$ cat config.mk
export PLATFORM = sky130hd
export DESIGN_NAME = ab_link_scheduler
export DESIGN_NICKNAME = d
export VERILOG_FILES = /design/src/rtl/ab_link_pkg.sv /design/src/rtl/ab_link_out_stage.sv /design/src/rtl/ab_link_scheduler.sv
export SDC_FILE = /design/constraint.sdc
export NUM_CORES = 1
export LEC_CHECK = 0
export CORE_MARGIN = 2
export CORE_UTILIZATION = 38
export DETAILED_ROUTE_END_ITERATION = 12
export MAX_ROUTING_LAYER = met4
export PLACE_DENSITY = 0.81
export SLEW_MARGIN = 20
export SYNTH_ARGS = -nofsm -noshare
export SYNTH_HDL_FRONTEND = slang
export SYNTH_SLANG_ARGS = --single-unit
$ cat constraint.sdc
create_clock -name clk -period 1.7 [get_ports clk]
set_input_delay 0.17 -clock clk [delete_from_list [all_inputs] [get_ports clk]]
set_output_delay 0.17 -clock clk [all_outputs]
set_load 0.02 [all_outputs]
$ cat src/rtl/ab_link_pkg.sv
// ab_link_pkg: shared types, direction codes and width helpers for the A/B link scheduler
package ab_link_pkg;
  typedef enum logic [1:0] {IDLE, SERVE_A, SERVE_B} state_e;
  localparam logic DIR_A2B = 1'b0;
  localparam logic DIR_B2A = 1'b1;
  function automatic int max_w(input int a, input int b);
    return (a > b) ? a : b;
  endfunction
  function automatic int cnt_w(input int mb);
    return $clog2(mb + 1);
  endfunction
endpackage

$ cat src/rtl/ab_link_out_stage.sv
// ab_link_out_stage: single-entry registered valid/ready stage holding {dir, last, extra, data}
//   load/in_*  : beat to capture (only asserted while out_free)
//   out_*      : registered beat presented downstream, out_ready accepts it
//   out_free   : stage can take a new beat this cycle
module ab_link_out_stage
  import ab_link_pkg::*;
#(
  parameter int DATA_W  = 16,
  parameter int EXTRA_W = 4
) (
  input  logic               clk,
  input  logic               rst_n,
  input  logic               load,
  input  logic               in_dir,
  input  logic               in_last,
  input  logic [EXTRA_W-1:0] in_extra,
  input  logic [DATA_W-1:0]  in_data,
  input  logic               out_ready,
  output logic               out_valid,
  output logic               out_dir,
  output logic               out_last,
  output logic [EXTRA_W-1:0] out_extra,
  output logic [DATA_W-1:0]  out_data,
  output logic               out_free
);
  localparam int BEAT_W = DATA_W + EXTRA_W + 2;
  logic              valid_q, valid_d;
  logic [BEAT_W-1:0] beat_q, beat_d;
  assign out_free = !valid_q || out_ready;
  always_comb begin
    valid_d = load ? 1'b1 : (out_ready ? 1'b0 : valid_q);
    beat_d  = load ? {in_dir, in_last, in_extra, in_data} : beat_q;
  end
  always_ff @(posedge clk or negedge rst_n) begin
    if (!rst_n) begin
      valid_q <= 1'b0;
      beat_q  <= '0;
    end else begin
      valid_q <= valid_d;
      beat_q  <= beat_d;
    end
  end
  assign out_valid = valid_q;
  assign {out_dir, out_last, out_extra, out_data} = beat_q;
endmodule

$ cat src/rtl/ab_link_scheduler.sv
// ab_link_scheduler: round-robin, burst-bounded time-multiplexing of A->B and B->A beats onto one link
//   a_*/b_*   : per-direction valid/ready beat inputs (b_extra travels with B beats)
//   bus_*     : registered shared-link beat (dir 0 = A->B, 1 = B->A), bus_last marks a full burst end
//   busy      : a grant is active
module ab_link_scheduler
  import ab_link_pkg::*;
#(
  parameter  int A2B_W     = 16,
  parameter  int B2A_W     = 8,
  parameter  int EXTRA_W   = 4,
  parameter  int MAX_BURST = 4,
  localparam int BUS_W     = max_w(A2B_W, B2A_W)
) (
  input  logic               clk,
  input  logic               rst_n,
  input  logic               a_valid,
  output logic               a_ready,
  input  logic [A2B_W-1:0]   a_data,
  input  logic               b_valid,
  output logic               b_ready,
  input  logic [B2A_W-1:0]   b_data,
  input  logic [EXTRA_W-1:0] b_extra,
  output logic               bus_valid,
  input  logic               bus_ready,
  output logic               bus_dir,
  output logic [BUS_W-1:0]   bus_data,
  output logic [EXTRA_W-1:0] bus_extra,
  output logic               bus_last,
  output logic               busy
);
  localparam int CW = cnt_w(MAX_BURST);
  state_e        state_q, state_d;
  logic          last_dir_q, last_dir_d;
  logic [CW-1:0] cnt_q, cnt_d;
  logic          out_free, serve_b, cur_valid, xfer, last_beat;
  assign serve_b   = state_q == SERVE_B;
  assign cur_valid = serve_b ? b_valid : a_valid;
  assign a_ready   = (state_q == SERVE_A) && out_free;
  assign b_ready   = serve_b && out_free;
  assign xfer      = (a_valid && a_ready) || (b_valid && b_ready);
  assign last_beat = cnt_q == CW'(MAX_BURST - 1);
  assign busy      = state_q != IDLE;
  always_comb begin
    state_d    = state_q;
    last_dir_d = last_dir_q;
    cnt_d      = cnt_q;
    case (state_q)
      IDLE: state_d = (a_valid && b_valid) ? ((last_dir_q == DIR_B2A) ? SERVE_A : SERVE_B) :
                      a_valid ? SERVE_A : b_valid ? SERVE_B : IDLE;
      SERVE_A, SERVE_B:
        // a stalled bus (out_free=0) can neither transfer nor release
        if ((xfer && last_beat) || (out_free && !cur_valid)) begin
          state_d    = IDLE;
          last_dir_d = serve_b ? DIR_B2A : DIR_A2B;
          cnt_d      = '0;
        end else if (xfer) begin
          cnt_d = cnt_q + 1'b1;
        end
      default: state_d = IDLE;
    endcase
  end
  always_ff @(posedge clk or negedge rst_n) begin
    if (!rst_n) begin
      state_q    <= IDLE;
      last_dir_q <= DIR_B2A;
      cnt_q      <= '0;
    end else begin
      state_q    <= state_d;
      last_dir_q <= last_dir_d;
      cnt_q      <= cnt_d;
    end
  end
  ab_link_out_stage #(.DATA_W(BUS_W), .EXTRA_W(EXTRA_W)) u_out (
    .clk       (clk),
    .rst_n     (rst_n),
    .load      (xfer),
    .in_dir    (serve_b ? DIR_B2A : DIR_A2B),
    .in_last   (last_beat),
    .in_extra  (serve_b ? b_extra : '0),
    .in_data   (serve_b ? BUS_W'(b_data) : BUS_W'(a_data)),
    .out_ready (bus_ready),
    .out_valid (bus_valid),
    .out_dir   (bus_dir),
    .out_last  (bus_last),
    .out_extra (bus_extra),
    .out_data  (bus_data),
    .out_free  (out_free)
  );
endmodule

Yosys cells after proc, flatten, opt, wreduce, memory -nomap -nowiden
Cells that the tools add are included.

word-level totals
  bits in registers = 29
  output and inout bits = 26
  word-level logic and storage cells = 43

operators by class
  multiplexer cells = 14
  reductions and logical operators = 19
  eq/ne operators = 4
  $add $sub $neg = 1

operators by type and width
  operator               count
  $mux W16               1
  $mux W2                5
  $logic_and A1 B1 Y1    7
  $mux W3                2
  $reduce_bool A2 Y1     3
  $mux W1                4
  $mux W4                1
  $pmux W2 S2            1
  $reduce_and A2 Y1      2
  $add A3 B1 Y3 const B  1
  $eq A3 B2 Y1 const B   1
  $logic_or A1 B1 Y1     3
  $eq A2 B1 Y1 const B   1
  $eq A2 B2 Y1 const B   1
  $logic_not A1 Y1       2
  $logic_not A2 Y1       1
  $ne A2 B2 Y1 const B   1
  $reduce_or A2 Y1       1

Depth between registers and ports, before layout
Gate-level depths: netlist (run 1).

  depth in word-level cells = 9
  depth in mapped cells = 8
  depth with buffers taken out = 6

Modules after synthesis
From an unflattened synthesis (run 1), not the netlist that was laid out.

unflattened totals
  cells, all modules = 116
  area, all modules = 1475.2 um2

by module, submodules not included
  module             area an instance (um2)  instances  cells each  sequential area each (um2)
  ab_link_out_stage  858.3                   1          49          575.6
  ab_link_scheduler  616.8                   1          67          151.4

Worst setup path after synthesis (run 1)
OpenSTA, ideal clock, no wires.

  path kind = flip-flop to flip-flop
  start point = register state_q[0]
  end point = register state_q[0]
  required time = 1.575 ns
  clock period less this slack = 1.790 ns
  path slack = -0.090 ns
  path buffers = 1
  arrival = 1.665 ns
  stages on the path, launching flop included = 8
  library setup time = 0.125 ns
  cells stage by stage = dfrtp_1 -> inv_1 -> ha_1 -> buf_6 -> nand2_2 -> o211a_2 -> or3_4 -> mux2_4

between the ends
  word-level cells in the longest chain between the ends = 7

RTL lines
  element                 line                     source
  start, declared         ab_link_scheduler.sv:32  state_e state_q, state_d;
  start signal, assigned  ab_link_scheduler.sv:68  state_q <= state_d;
  $eq A2 B2 Y1 *          ab_link_scheduler.sv:36  assign serve_b = state_q == SERVE_B;
  net serve_b             ab_link_scheduler.sv:35  logic out_free, serve_b, cur_valid, xfer, last_beat;
  $logic_and A1 B1 Y1     ab_link_scheduler.sv:39  assign b_ready = serve_b && out_free;
  $logic_and A1 B1 Y1     ab_link_scheduler.sv:40  assign xfer = (a_valid && a_ready) || (b_valid && b_ready);
  $logic_or A1 B1 Y1      ab_link_scheduler.sv:40
  $logic_and A1 B1 Y1     ab_link_scheduler.sv:52  if ((xfer && last_beat) || (out_free && !cur_valid)) begin
  $logic_or A1 B1 Y1      ab_link_scheduler.sv:52
  $ne A2 B2 Y1 (no line)  -

The timed path passes the listed nets; every way through them passes the cells marked *.
A chain may end at the register's enable or synchronous reset.

Worst setup path after layout (run 1)
Same ends and word-level chain as after synthesis.

==> reports/metrics.yaml, run 1 <==
detailed_routing:
  viasPerCell: 4.808
  drt_iter0_markers: 56
  drc: 0
  firstDrtPassIters: 4
  ant_nets: 0
  vias: 1250
  routedWlPerCell_um: 14.31
  routed_wl_um: 3720
global_routing:
  use_met2_pct: 35.55
  grt_usage_pct: 19.72
  grt_pass1_vias: 1277
  grt_antenna_before_repair: 0
  grt_max_degree: 30
  gr-total-overflow: 0
  grt_first_pass_wirelength_um: 5982
  met3_usage_pct: 4.688
  globalRouteMet1Util_pct: 20.77
  grt_busiest_layer: "met2"
floorplanning:
  die_x_um: 64.43
  core_area_sq_mm: 0.003416
  ios: 59
  rows: 21
  start_util_pct: 40.62
  die-area_sq_mm: 0.004151
  die_h_um: 64.43
sta:
  post-route-period-util_pct: 104.3
  setup_slack_ns: -0.07390
  setup_violations: 5
  fmax_ghz: 0.5637
  tightest_slew_ns: 0.3538
  fin_skew_ns: 0.008244
  relSlewSlack_pct: 76.41
  finalCriticalPeriod_ns: 1.774
  rsz0062_at_grt: "yes"
  drv_slew: 0
  whs_ns: 0.2403
  finalHoldViolCount: 0
cells_and_area:
  final_common_cell: "clkdlybuf4s50_1"
  num-fill-cells: 271
  n_antenna_cell: 0
  final_nets: 251
  area_delta_synth_final_pct: 67.45
  drive_gt1_share_pct: 22.90
  layout_common_cells: "clkdlybuf4s50_1 (55), dfrtp_1 (28), nand2_1 (27), buf_4 (20), mux2i_1 (9)"
  design_area_sq_mm: 0.002323
  fin_util_pct: 68.02
yosys:
  synth_top_area_share_pct: 50.50
  ys_seq_area_share_pct: 52.39
  synth.yosys.warnings: 0
  postSynthCellCount: 131
  synth_area_sq_mm: 0.001388
  synth_nets: 169
  synth_area_leaders: "dfrtp_1 (50%), nand2_1 (7.3%), mux2i_1 (6.5%)"
  synth_largest_area_cell: "dfrtp_1"
  synth.ff_latch_count: 29
  syn_area_per_cell_sq_um: 10.59
  synthDistinctLibCells: 34
worst_setup_path:
  r2r_slack_ns: -0.07
  worstPathMaxFanout: 6
  rr_startpoint: "state_q[0]"
  r2r-end: "state_q[0]"
  worstPathRequired_ns: 1.91
  ff2ff_path_depth: 7
  cp-start-kind: "register"
  worstPathArrival_ns: 1.99
  worstSetupEndpointType: "register"
  path_class: "reg2reg"
place:
  dp_hpwl_um: 2805
  port_buffers: 58
  pre_cts_ws_ns: -0.2185
  dpl_cell_area_sq_mm: 0.002171
  place_congestion: 0.7412
power:
  seqPwrFrac_pct: 27.4
  comb_power_share_pct: 58.8
  p_int_mw: 2.622
  p_clk_share_pct: 13.8
  ir_drop_uv: 1031
  switchingPower_mw: 1.613
  power.leakage_nw: 1.070
  power.total_mw: 4.235
  powerDensity_mw_per_mm2: 1823
  sw_frac_of_total_pct: 38.08
cts:
  clkSinkCount: 29
  h-tree-depth: 2
  holdBufCountCts: 0
  ctsRootBufferMaster: "clkbuf_4"
  cts_tree: "done"
  clock_path_buffers: 2
  clk_pin_slew_ns: 0.09
  numCtsBuffers: 5
  clock_latency_ns: 0.32
hold_path:
  min_path_type: "in2async"
status:
  violations: "setup timing"
  status: "finished, violations left"
flow_run:
  maxCapViolCount: 0
## Yosys cell counts (all sizes together)
library cell and instances:
o311ai 1, inv 7, nor3b 1, nand3 1, o211a 1, a211oi 1
a21o 2, buf 5, nand2b 1, nand2 28, o41ai 2, ha 5
nor2 1, clkbuf 1, nor3 1, a22oi 2, o21ai 9, and2 2
dfstp 1, o2bb2ai 1, dfrtp 28, mux2 2, mux2i 9, nor2b 2
or2 1, or3 1, nand3b 8, or2b 1, a22o 4, o211ai 1
a21oi 1
## metal layers
| layer | wire length (um) | share of wire, % |
|---|---|---|
| met1 | 1523 | 41 |
| met2 | 1929 | 52 |
| met3 | 212 | 5.7 |
| met4 | 56 | 1.5 |
| met5 | 0 | 0 |
## worst max-delay path by stage
stage                     startpoint               to  slack, ns
final                     state_q[0]       state_q[0]      -0.07
after global routing      state_q[1]       state_q[1]      -0.13
after CTS                 state_q[0]       state_q[0]      -0.07
after detailed placement     a_valid  u_out.beat_q[2]      -0.22
after global placement       b_valid  u_out.beat_q[7]      -0.16
after floorplan           state_q[0]       state_q[0]      -0.05
## metrics by stage
step,std cells,TNS (ns)
floorplan,131,-0.04990
global placement,249,-3.115
detailed placement,249,-4.343
CTS,259,-0.1210
global route,260,-1.313
finish,260,-0.1391
## worst max-delay path, stage by stage, from the launching register on
cell,delay [ns]
dfrtp_1,0.42
inv_2,0.09
ha_4,0.19
buf_6,0.11
nand2_4,0.04
o211a_4,0.14
or3_4,0.38
mux2_4,0.30
## sequential cells by signal, summed over array words and instances, names as in the netlist
| name | count |
|---|---|
| cnt_q | 3 |
| last_dir_q | 1 |
| state_q | 2 |
| u_out.beat_q | 22 |
| u_out.out_valid | 1 |
## kinds of logic after synthesis
kind of cell | after synthesis | share of synthesized area [%]
and+or+nand+nor | 48 | 17.67
muxes | 11 | 8.386
buffers and inverters | 13 | 4.418
DFF | 29 | 52.39
AOI/OAI and AO/OA | 25 | 12.62
adders and majority gates | 5 | 4.509
## power groups by stage
stage / logic, mW / clock network, mW / registers, mW
floorplan: 0.984 / 0 / 1.46
global route: 2.68 / 0.642 / 1.19
global placement: 2.24 / 0 / 1.16
finish: 2.49 / 0.586 / 1.16
CTS: 2.46 / 0.597 / 1.16
detailed placement: 2.32 / 0 / 1.18
## cell type report
type                       instances  area [sq um]  share of cell area [%]
sequential                        29         726.9                   31.29
tap                               46         57.56                   2.477
inverter                           7         26.28                   1.131
clock buffer                       7         55.05                   2.369
clock inverter                     1         30.03                   1.292
multi-input combinational         90         678.2                   29.19
timing repair buffer              80         749.5                   32.26
## repair_timing
| item | 4_1_cts | 5_1_grt |
|---|---|---|
| gates cloned | 0 | 1 |
| resized for setup | 22 | 6 |
| pin swaps | 4 | 1 |
| setup buffers | 3 | 0 |
| setup endpoints to repair | 31 | 28 |
Power figures use the tool's default switching activity.
==> run 2: changes to the inputs <==
--- a/config.mk
+++ b/config.mk
@@ -7,6 +7,7 @@
 export LEC_CHECK = 0
 export CORE_MARGIN = 2
 export CORE_UTILIZATION = 38
+export CTS_CLUSTER_DIAMETER = 100
 export DETAILED_ROUTE_END_ITERATION = 12
 export MAX_ROUTING_LAYER = met4
 export PLACE_DENSITY = 0.81
==> results of run 2 <==
No change in the layout: final DEF, timing and power equal those of run 1.
==> run 3: changes to the inputs <==
--- a/config.mk
+++ b/config.mk
@@ -10,7 +10,7 @@
 export CTS_CLUSTER_DIAMETER = 100
 export DETAILED_ROUTE_END_ITERATION = 12
 export MAX_ROUTING_LAYER = met4
-export PLACE_DENSITY = 0.81
+export PLACE_DENSITY = 0.76
 export SLEW_MARGIN = 20
 export SYNTH_ARGS = -nofsm -noshare
 export SYNTH_HDL_FRONTEND = slang
==> reports/metrics.yaml, run 3 (synthesis results as in run 1) <==
status:
  status: "finished, violations left"  # unchanged
  violations: "setup timing"  # unchanged
detailed_routing:
  vias: 1275  # was 1250
  drt_iter0_markers: 55  # was 56
  viasPerCell: 4.961  # was 4.808
  ant_nets: 0  # unchanged
  routedWlPerCell_um: 14.20  # was 14.31 um
  routed_wl_um: 3649  # was 3720 um
  firstDrtPassIters: 4  # unchanged
  drc: 0  # unchanged
floorplanning:
  die_h_um: 64.43  # unchanged
  start_util_pct: 40.62  # unchanged
  ios: 59  # unchanged
  rows: 21  # unchanged
  core_area_sq_mm: 0.003416  # unchanged
  die_x_um: 64.43  # unchanged
  die-area_sq_mm: 0.004151  # unchanged
cts:
  numCtsBuffers: 5  # unchanged
  clock_path_buffers: 2  # unchanged
  clk_pin_slew_ns: 0.10  # was 0.09 ns
  clkSinkCount: 29  # unchanged
  h-tree-depth: 2  # unchanged
  holdBufCountCts: 0  # unchanged
  cts_tree: "done"  # unchanged
  clock_latency_ns: 0.32  # about the same
  ctsRootBufferMaster: "clkbuf_4"  # unchanged
cells_and_area:
  largest_register: "u_out.beat_q"  # unchanged
  ff_latch_area_sq_um: 726.9  # unchanged
  final_nets: 248  # was 251
  largest_register_ffs: 22  # unchanged
  n_antenna_cell: 0  # unchanged
  num-fill-cells: 278  # was 271
  largestRegisters: "u_out.beat_q (22), cnt_q (3), state_q (2)"  # unchanged
  drive_gt1_share_pct: 20.38  # was 22.90%
  multi_input_area_sq_um: 674.4  # was 678.2 sq um
  layout_common_cells: "clkdlybuf4s50_1 (55), dfrtp_1 (28), nand2_1 (27), buf_4 (19), mux2i_1 (9)"  # was clkdlybuf4s50_1 (55), dfrtp_1 (28), nand2_1 (27), buf_4 (20), mux2i_1 (9)
  final_common_cell: "clkdlybuf4s50_1"  # unchanged
  design_area_sq_mm: 0.002272  # was 0.002323 sq mm
  area_delta_synth_final_pct: 63.75  # was 67.45%
global_routing:
  grt_max_degree: 30  # unchanged
  grt_first_pass_wirelength_um: 6154  # was 5982 um
  grt_pass1_vias: 1380  # was 1277
  grt_antenna_before_repair: 0  # unchanged
  grt_usage_pct: 19.78  # was 19.72%
  gr-total-overflow: 0  # unchanged
worst_setup_path:
  worstPathMaxFanout: 5  # was 6
  worstSetupEndpointType: "register"  # unchanged
  worstPathRequired_ns: 1.91  # about the same
  cp-start-kind: "register"  # unchanged
  worstPathArrival_ns: 2.02  # was 1.99 ns
  path_class: "reg2reg"  # unchanged
power:
  sw_frac_of_total_pct: 40.23  # was 38.08%
  ir_drop_uv: 945.4  # was 1031 uV
  p_clk_share_pct: 9.9  # was 13.8%
  comb_power_share_pct: 61.1  # was 58.8%
  switchingPower_mw: 1.599  # was 1.613 mW
  p_int_mw: 2.376  # was 2.622 mW
  powerDensity_mw_per_mm2: 1750  # was 1823 mW/mm^2
  power.leakage_nw: 1.050  # was 1.070 nW
  power.total_mw: 3.976  # was 4.235 mW
  seqPwrFrac_pct: 29.0  # was 27.4%
place:
  port_buffers: 58  # unchanged
  place_congestion: 0.8410  # was 0.7412
  dpl_cell_area_sq_mm: 0.002148  # was 0.002171 sq mm
  dp_hpwl_um: 2719  # was 2805 um
sta:
  whs_ns: 0.2249  # was 0.2403 ns
  drv_slew: 0  # unchanged
  fmax_ghz: 0.5544  # was 0.5637 GHz
  setup_slack_ns: -0.1036  # was -0.07390 ns
  finalCriticalPeriod_ns: 1.804  # was 1.774 ns
  rsz0062_at_grt: "yes"  # unchanged
  setup_violations: 2  # was 5
  setup_tns_ns: -0.1571  # was -0.1391 ns
  finalHoldViolCount: 0  # unchanged
  fin_skew_ns: 0.01240  # was 0.008244 ns
  relSlewSlack_pct: 75.25  # was 76.41%
  tightest_slew_ns: 0.3712  # was 0.3538 ns
  post-route-period-util_pct: 106.1  # was 104.3%
flow_run:
  maxCapViolCount: 0  # unchanged
hold_path:
  min_path_type: "in2async"  # unchanged
## run 3: changes by cell type in the layout (fill, tap and decap cells not counted), moves of 2 or more
cell	before	now
buf_6	3	0
clkinv_2	0	2
dlygate4sd2_1	0	2
o21ai_0	4	8
o21ai_1	5	0
## run 3: cell type report
type | count | share of cell area, %
flip-flops and latches | 29 | 31.99
repair buffers | 78 | 32.38
inverters | 7 | 1.156
clock buffers | 6 | 1.817
multi-input cells | 89 | 29.68
clock inverters | 2 | 0.4405
well taps | 46 | 2.533
## run 3: worst max-delay path, cell delays in order, from the launching register on
cell and delay, ns:
dfrtp_1 0.41, buf_4 0.15, ha_4 0.18, a22oi_2 0.22, nor3b_2 0.10, or3_4 0.35
mux2_4 0.30
## run 3: metal layers
layer / vias to the layer above / track usage (%) / part of all wire, %
met3: 5 / 6.076 / 5.2
met4: 0 / 6.649 / 1.4
met5: - / - / 0
met2: 33 / 35.94 / 54
met1: 624 / 20.25 / 39
li1: 613 / - / -
## run 3: what timing repair did
item | 4_1_cts | 5_1_grt
setup endpoints to repair | 24 | 24
gates resized for setup | 8 | 9
pin swaps | 1 | 2
buffers inserted | 2 | 1
cloned | 0 | 0
## run 3: power by group through the flow
stage | combinational (mW) | clock [mW] | sequential (mW)
5_1_grt | 2.63 | 0.437 | 1.19
2_1_floorplan | 0.984 | 0 | 1.46
3_3_place_gp | 2.21 | 0 | 1.16
6_report | 2.43 | 0.393 | 1.15
3_5_place_dp | 2.28 | 0 | 1.18
4_1_cts | 2.32 | 0.416 | 1.16
## run 3: worst paths after layout
| path | from | to | slack (ns) | depth (start not counted) |
|---|---|---|---|---|
| setup / recovery | state_q[1] | state_q[0] | -0.10 | 6 |
| hold reg to reg | u_out.beat_q[11] | u_out.beat_q[11] | 0.48 | 2 |
| hold / removal | rst_n | u_out.beat_q[2] | 0.22 | 2 |
| max in group asynchronous | rst_n | last_dir_q | 1.16 | 2 |
| setup reg to reg | state_q[1] | state_q[0] | -0.10 | 6 |
| min in group clk | a_data[12] | u_out.beat_q[12] | 0.40 | 3 |
## run 3: metrics by stage
stage,setup WS (ns),util [%],instances
final,-0.1036,66.52,257
after global routing,-0.1402,66.52,257
after CTS,-0.08416,65.05,256
after detailed placement,-0.1754,62.89,246
after global placement,-0.1434,62.89,246
after floorplan,-0.04529,-,131
==> variant: new RTL, flow settings as in run 1 <==
Encoding of `state_e`: now one-hot (3 bits for 3 states).
--- a/src/rtl/ab_link_pkg.sv
+++ b/src/rtl/ab_link_pkg.sv
@@ -1,5 +1,5 @@
 // ab_link_pkg: shared types, direction codes and width helpers for the A/B link scheduler
 package ab_link_pkg;
-  typedef enum logic [1:0] {IDLE, SERVE_A, SERVE_B} state_e;
+  typedef enum logic [2:0] {IDLE = 3'b001, SERVE_A = 3'b010, SERVE_B = 3'b100} state_e;
   localparam logic DIR_A2B = 1'b0;
   localparam logic DIR_B2A = 1'b1;
Check against the original RTL: same outputs for any inputs over 10 cycles, from zero or initial values and one cycle with rst_n low; not proved beyond that.
==> variant against run 1 <==
Power down 9.7%; sequential cell count rose by 1; routed wire length down 3.9%; setup slack better by 120 ps; first-iteration DRC count decreased by 36%; cell count is the same; critical path type unchanged; design area down 0.86%; clock power about the same; synthesized area rose by 4.3%.
==> variant: results (changes against run 1) <==
status - finished, final reports clean (was complete, but fails checks)
Initial DRC Count - 36 (was 56)
VDD IR max - 0.8704 mV (was 1.031 mV)
met2 wire length - 1777 um (was 1929 um)
met2 usage - 0.2740 (was 0.3555)
placed cell area - 0.002126 sq mm (was 0.002171 sq mm)
M1 WL - 1520 um (was 1523 um)
Crit Path Max Fanout - 5 (was 6)
Post-synth top cells - dfrtp_1, nand2_1, o21ai_0 (was dfrtp_1, nand2_1, mux2i_1, o21ai_0, nand3b_1)
worst setup path endpoint - state_q[1] (was state_q[0])
power share of the clock group - 0.153 (was 0.138)
xor/xnor share of the synthesized area - 0.006050 (was 0)
worst r2r src - cnt_q[0] (was state_q[0])
power share of the combinational group - 0.528 (was 0.588)
Arr. time, crit path - 1860 ps (was 1990 ps)
syn_nets - 176 (was 169)
clk_lat worst skew - 280 ps (was 320 ps)
WL met3 - 216 um (was 212 um)
CP max stage delay - 450 ps (was 420 ps)
layout cells sized above 1 - 0.2075 (was 0.2290)
library cells used by synthesis - 37 (was 34)
skew final - 2.283 ps (was 8.244 ps)
Synthesis Warnings - 0 (unchanged)
Layout Nets - 246 (was 251)
routed len/inst - 13.75 um (was 14.31 um)
post-CTS setup buffer count - 0 (was 3)
met1 Use GR - 0.2015 (was 0.2077)
largest cells by area after synthesis - dfrtp_1, nand2_1, mux2i_1 (unchanged)
Vias/cell - 4.900 (was 4.808)
Clock transition at path regs - 60 ps (was 90 ps)
TritonCTS Buffers - 5 (unchanged)
Fillers - 321 (was 271)
Leak - 0.001078 uW (was 0.001070 uW)
GRT Overall Usage - 0.1751 (was 0.1972)
initial antenna violation count - 0 (unchanged)
worst setup margin - 47.47 ps (was -73.90 ps)
gpl congestion - 0.8187 (was 0.7412)
routing usage on met3 - 0.06164 (was 0.04688)
largest net degree at the start of global routing - 33 (was 30)
compound-cell area share of the yosys netlist - 0.1538 (was 0.1262)
R2R cell count - 6 (was 7)
DP HPWL - 2409 um (was 2805 um)
WHS - 270.2 ps (was 240.3 ps)
sequential share of the synthesized area - 0.5203 (was 0.5239)
Place WS - -262.4 ps (was -218.5 ps)
clock root buffer master - clkbuf_8 (was clkbuf_4)
mux cell area share after synthesis - 0.06309 (was 0.08386)
variant: cell types whose count changed after synthesis, moves of 3 or more:
| cell | delta |
|---|---|
| nor2_1 | +5 |
| o21ai_1 | +5 |
| nand3b_1 | -6 |
| o21ai_0 | +4 |
| ha_1 | -3 |
| a22o_1 | +3 |
| inv_1 | -3 |
| buf_6 | +3 |
variant: final cells by class:
class / count / share of cell area
tap: 48 / 0.02607
clock buffer: 7 / 0.03748
clock inverter: 1 / 0.002173
sequential: 30 / 0.3270
timing repair buffer: 74 / 0.3172
multi-input combinational: 95 / 0.2819
inverter: 5 / 0.008148
variant: metrics by stage:
stage / std cells / utilization / power (uW)
2_1_floorplan: 141 / - / 2296
3_3_place_gp: 249 / 0.5807 / 3052
3_5_place_dp: 249 / 0.5807 / 3102
4_1_cts: 257 / 0.6090 / 3706
5_1_grt: 260 / 0.6292 / 4084
6_report: 260 / 0.6292 / 3823
